<file path="config.mk">
export PLATFORM = sky130hd
export DESIGN_NAME = serial_adder_flat
export DESIGN_NICKNAME = d
export VERILOG_FILES = /design/src/rtl/serial_adder_if.sv /design/src/rtl/serial_adder.sv /design/src/flat_wrapper.sv
export SDC_FILE = /design/constraint.sdc
export NUM_CORES = 1
export LEC_CHECK = 0
export ABC_AREA = 1
export BUFFER_PORTS_ARGS = -buffer_cell sky130_fd_sc_hd__buf_2
export CAP_MARGIN = 20
export CORE_MARGIN = 4
export CORE_UTILIZATION = 31
export CTS_CLUSTER_DIAMETER = 100
export CTS_CLUSTER_SIZE = 30
export DETAILED_ROUTE_END_ITERATION = 8
export HOLD_SLACK_MARGIN = 0.1
export SLEW_MARGIN = 20
export SYNTH_ARGS = -nofsm -noshare
export SYNTH_HDL_FRONTEND = slang
export SYNTH_SLANG_ARGS = --single-unit
</file>
<file path="constraint.sdc">
create_clock -name clock -period 2 [get_ports clock]
set_input_delay 0.4 -clock clock [delete_from_list [all_inputs] [get_ports clock]]
set_output_delay 0.4 -clock clock [all_outputs]
set_load 0.01 [all_outputs]
</file>
<file path="src/rtl/serial_adder_if.sv">
// Serial operand/result bundle for serial_adder: load enable, serial operand bit, serial sum bit.
interface serial_adder_if;
    logic control;
    logic Input;
    logic Result;

    modport master (
        output control,
        output Input,
        input  Result
    );

    modport slave (
        input  control,
        input  Input,
        output Result
    );
endinterface

</file>
<file path="src/rtl/serial_adder.sv">
// Bit-serial adder: loads A then B LSB-first, then emits A+B LSB-first through one full adder.
// Define SERIAL_ADDER_CARRY_OUT_EN to append the final carry as an extra output bit.
module serial_adder #(
    parameter int unsigned WIDTH = 8
) (
    input logic           clock,
    input logic           reset,
    serial_adder_if.slave bus
);

    localparam int unsigned   CW      = $clog2(WIDTH);
    localparam logic [CW-1:0] LastCnt = CW'(WIDTH - 1);

`ifdef SERIAL_ADDER_CARRY_OUT_EN
    typedef enum logic [2:0] {StIdle, StLoadA, StLoadB, StAdd, StCarry} state_t;
`else
    typedef enum logic [1:0] {StIdle, StLoadA, StLoadB, StAdd} state_t;
`endif

    state_t           r_state, w_state_d;
    logic [WIDTH-1:0] r_a, w_a_d;
    logic [WIDTH-1:0] r_b, w_b_d;
    logic             r_carry, w_carry_d;
    logic [CW-1:0]    r_count, w_count_d;
    logic             r_result, w_result_d;
    logic             w_sum;
    logic             w_maj;

    assign w_sum      = r_a[0] ^ r_b[0] ^ r_carry;
    assign w_maj      = (r_a[0] & r_b[0]) | (r_a[0] & r_carry) | (r_b[0] & r_carry);
    assign bus.Result = r_result;

    always_ff @(posedge clock or posedge reset) begin
        if (reset) begin
            r_state  <= StIdle;
            r_a      <= '0;
            r_b      <= '0;
            r_carry  <= 1'b0;
            r_count  <= '0;
            r_result <= 1'b0;
        end else begin
            r_state  <= w_state_d;
            r_a      <= w_a_d;
            r_b      <= w_b_d;
            r_carry  <= w_carry_d;
            r_count  <= w_count_d;
            r_result <= w_result_d;
        end
    end

    always_comb begin
        w_state_d  = r_state;
        w_a_d      = r_a;
        w_b_d      = r_b;
        w_carry_d  = r_carry;
        w_count_d  = r_count;
        w_result_d = 1'b0;

        case (r_state)
            StIdle: begin
                if (bus.control) begin
                    w_a_d     = {bus.Input, r_a[WIDTH-1:1]};
                    w_count_d = CW'(1);
                    w_state_d = StLoadA;
                end
            end
            StLoadA: begin
                if (bus.control) begin
                    w_a_d = {bus.Input, r_a[WIDTH-1:1]};
                    if (r_count == LastCnt) begin
                        w_count_d = '0;
                        w_state_d = StLoadB;
                    end else begin
                        w_count_d = r_count + CW'(1);
                    end
                end
            end
            StLoadB: begin
                if (bus.control) begin
                    w_b_d = {bus.Input, r_b[WIDTH-1:1]};
                    if (r_count == LastCnt) begin
                        w_carry_d = 1'b0;
                        w_count_d = '0;
                        w_state_d = StAdd;
                    end else begin
                        w_count_d = r_count + CW'(1);
                    end
                end
            end
            StAdd: begin
                // control is deliberately ignored while the sum streams out
                w_result_d = w_sum;
                w_carry_d  = w_maj;
                w_a_d      = {1'b0, r_a[WIDTH-1:1]};
                w_b_d      = {1'b0, r_b[WIDTH-1:1]};
                if (r_count == LastCnt) begin
                    w_count_d = '0;
`ifdef SERIAL_ADDER_CARRY_OUT_EN
                    w_state_d = StCarry;
`else
                    w_state_d = StIdle;
`endif
                end else begin
                    w_count_d = r_count + CW'(1);
                end
            end
`ifdef SERIAL_ADDER_CARRY_OUT_EN
            StCarry: begin
                w_result_d = r_carry;
                w_carry_d  = 1'b0;
                w_state_d  = StIdle;
            end
`endif
            default: begin
                w_state_d = StIdle;
            end
        endcase
    end

endmodule

</file>
<file path="src/flat_wrapper.sv">
// flat-port wrapper written by rule: the top's interface ports become plain ports
module serial_adder_flat 
#(
    parameter int unsigned WIDTH = 8
)
  (clock, reset, bus_control, bus_Input, bus_Result);
  serial_adder_if bus_i ();
  input logic clock;
  input logic reset;
  input wire logic [$bits(bus_i.control)-1:0] bus_control;
  input wire logic [$bits(bus_i.Input)-1:0] bus_Input;
  output wire logic [$bits(bus_i.Result)-1:0] bus_Result;
  assign bus_i.control = bus_control;
  assign bus_i.Input = bus_Input;
  assign bus_Result = bus_i.Result;
  serial_adder #(.WIDTH(WIDTH)) u_core (.clock(clock), .reset(reset), .bus(bus_i));
endmodule
</file>
==> flow_metrics.py <==
metrics = {
    "status": {
        "status": "complete, no violations",
    },
    "die": {
        "core_region_area_um2": 3416,
        "row_count": 21,
        "die_area_um2": 4652,
        "die_x_um": 68.21,
        "die_y_um": 68.21,
        "floorplan.initialDensity": 0.3289,
        "pin_count": 5,
    },
    "drt": {
        "wl_per_cell_um": 9.549,
        "first_pass_iters": 4,
        "ant_nets": 0,
        "viasPerCell": 4.295,
        "drt_iter0_markers": 19,
        "drt_wl_total_um": 1652,
        "num_vias": 743,
        "drc": 0,
    },
    "clock_network": {
        "clkLatencyLatePin_ns": 0.30,
        "cts_made_buffers": 3,
        "root_buffer": "clkbuf_4",
        "clk_pin_slew_ns": 0.12,
        "cts.htree.levels": 1,
        "clock_sinks": 23,
        "clk_path_buf_depth": 2,
        "cts_tree": "yes",
        "ctsHoldBuffers": 0,
        "ctsResizeCount": 0,
        "post_cts_buffers": 0,
    },
    "final_layout": {
        "final_util": 0.3538,
        "fillerInstances": 365,
        "mostFrequentLayoutCells": "28 x nand2_1, 23 x dfrtp_1, 17 x inv_1, 9 x o21ai_0",
        "nNetsFinal": 141,
        "final_area_um2": 1209,
        "regArea_um2": 575.6,
        "final_common_cell": "nand2_1",
        "diodes": 0,
        "drive_gt1_frac": 0.1260,
        "syn_to_final_growth_pct": 7.572,
        "finalNonFillerCells": 173,
        "multiInputGateArea_um2": 457.9,
    },
    "sta": {
        "setup_viol_count_final": 0,
        "final_max_slew_viol_count": 0,
        "finalSetupTns_ns": 0,
        "skew_ns": 0.001541,
        "relSlewSlack": 0.7293,
        "period_needed_ns": 1.638,
        "worst_slew_pin_slew_ns": 0.4045,
        "final_hold_viol_count": 0,
        "grt_setup_unrepaired": "no",
        "fmax_mhz": 610.6,
        "fin_crit_sh": 0.8189,
    },
    "power_and_ir_drop": {
        "p_sw_frac": 0.4094,
        "p_int_uw": 1066,
        "comb_power_share": 0.428,
        "power_uw": 1805,
        "p_switching_uw": 739.1,
        "power_density_nw_per_um2": 1494,
        "p_seq_frac": 0.457,
        "p_clk_frac": 0.115,
        "leakagePower_uw": 0.0006157,
        "ir_worst_vdd_uv": 583.5,
    },
    "synthesis": {
        "syn_inst": 120,
        "seq_area_frac_synth": 0.5122,
        "syn_area_um2": 1124,
        "synth_seq_cells": 23,
        "yosys_warnings": 0,
        "syn_nets": 133,
        "syn_avg_cell_area_um2": 9.363,
        "synth.distinct_cells": 17,
    },
    "place": {
        "place_congestion": 0.8744,
        "dp.cells": 169,
        "place_area_um2": 1182,
        "dp.final_hpwl_um": 1235,
        "portBuffers": 4,
    },
    "global_route": {
        "met1_usage": 0.1115,
        "met2_usage": 0.1492,
        "grt_overflow": 0,
        "antenna_found_initial": 0,
        "grt_busiest_layer": "met2",
        "grt_max_degree": 24,
        "gr-usage-met3": 0.01970,
        "grt_pass1_wl_um": 3146,
        "grt_pass1_vias": 762,
        "grt_usage": 0.09059,
    },
    "setup_path": {
        "startpoint_type": "flop",
        "worstSetupPathType": "flop to flop",
        "required_ns": 2.20,
        "endpoint_kind": "flop",
        "worstPathMaxFanout": 6,
        "cp.arrival_ns": 1.84,
    },
    "hold_path": {
        "hp-class": "input port to async pin",
    },
    "job": {
        "max_cap_viol_count": 0,
    },
}
## cell families after synthesis
logic type / Yosys count / share of synthesized area
adder cells (fa/ha/maj): 9 / 0.1069
AND/OR/NAND/NOR: 48 / 0.1904
buffers and inverters: 19 / 0.08017
AO/OA/AOI/OAI: 21 / 0.1102
flip-flops: 23 / 0.5122
## synthesized netlist by cell type
cell type | count | share of area
a21oi_1 | 7 | 0.031
buf_6 | 1 | 0.010
buf_8 | 1 | 0.013
dfrtp_1 | 23 | 0.51
fa_1 | 1 | 0.018
ha_1 | 8 | 0.089
inv_1 | 17 | 0.057
nand2_1 | 28 | 0.094
nand2_2 | 3 | 0.017
nand2_4 | 2 | 0.020
nand3_1 | 5 | 0.022
nand4_1 | 2 | 0.011
nor2_1 | 8 | 0.027
o21ai_0 | 9 | 0.040
o21ai_1 | 2 | 0.0089
o21ai_2 | 2 | 0.016
o21ai_4 | 1 | 0.014
## state kept, by name, indices dropped and copies added (netlist names)
signal             cells
u_core.r_a             8
u_core.bus.Result      1
u_core.r_count         3
u_core.r_carry         1
u_core.r_state         2
u_core.r_b             8
## layout make-up
type / count / share of cell area
Multi-Input combinational cell: 78 / 0.3789
Tap cell: 46 / 0.04762
Inverter: 17 / 0.05279
Sequential cell: 23 / 0.4762
Clock buffer: 4 / 0.02174
Timing Repair Buffer: 5 / 0.02277
## power by group through the flow
stage	combinational, uW	sequential, uW	clock, uW
after global placement	748	828	0
after global routing	921	860	244
final	772	825	208
after floorplan	689	812	0
after detailed placement	782	839	0
after CTS	788	828	219
## final timing paths
path	from	to	slack [ns]	cells past startpoint
min	reset	u_core.r_b[7]	0.10	3
min in group clock	bus_Input	u_core.r_b[7]	0.40	5
max reg2reg	u_core.r_state[1]	u_core.r_count[1]	0.36	6
max in group asynchronous	reset	u_core.bus.Result	1.66	3
max	u_core.r_state[1]	u_core.r_count[1]	0.36	6
min reg2reg	u_core.r_b[5]	u_core.r_b[4]	0.50	2
## per-layer routing
layer  wire length [um]  up-vias
li1                   -      394
met1                799      338
met2                784        7
met3                 41        4
met4                 27        0
met5                  0        -
## worst max-delay path, cell delays in order (launching register included)
cell and delay [ns]:
dfrtp_1 0.50, inv_1 0.13, ha_1 0.30, o21ai_0 0.30, inv_1 0.15, nand2_1 0.08, o21ai_0 0.07
## through the flow
step | hold WS, ns | worst slack [ns]
after floorplan | 0.4019 | 0.5661
after global placement | 0.4486 | 0.4815
after detailed placement | 0.4571 | 0.3619
after CTS | 0.1144 | 0.3566
after global routing | 0.1117 | 0.2228
final | 0.1041 | 0.3622
Note: power is estimated with default switching activity, not from simulation.
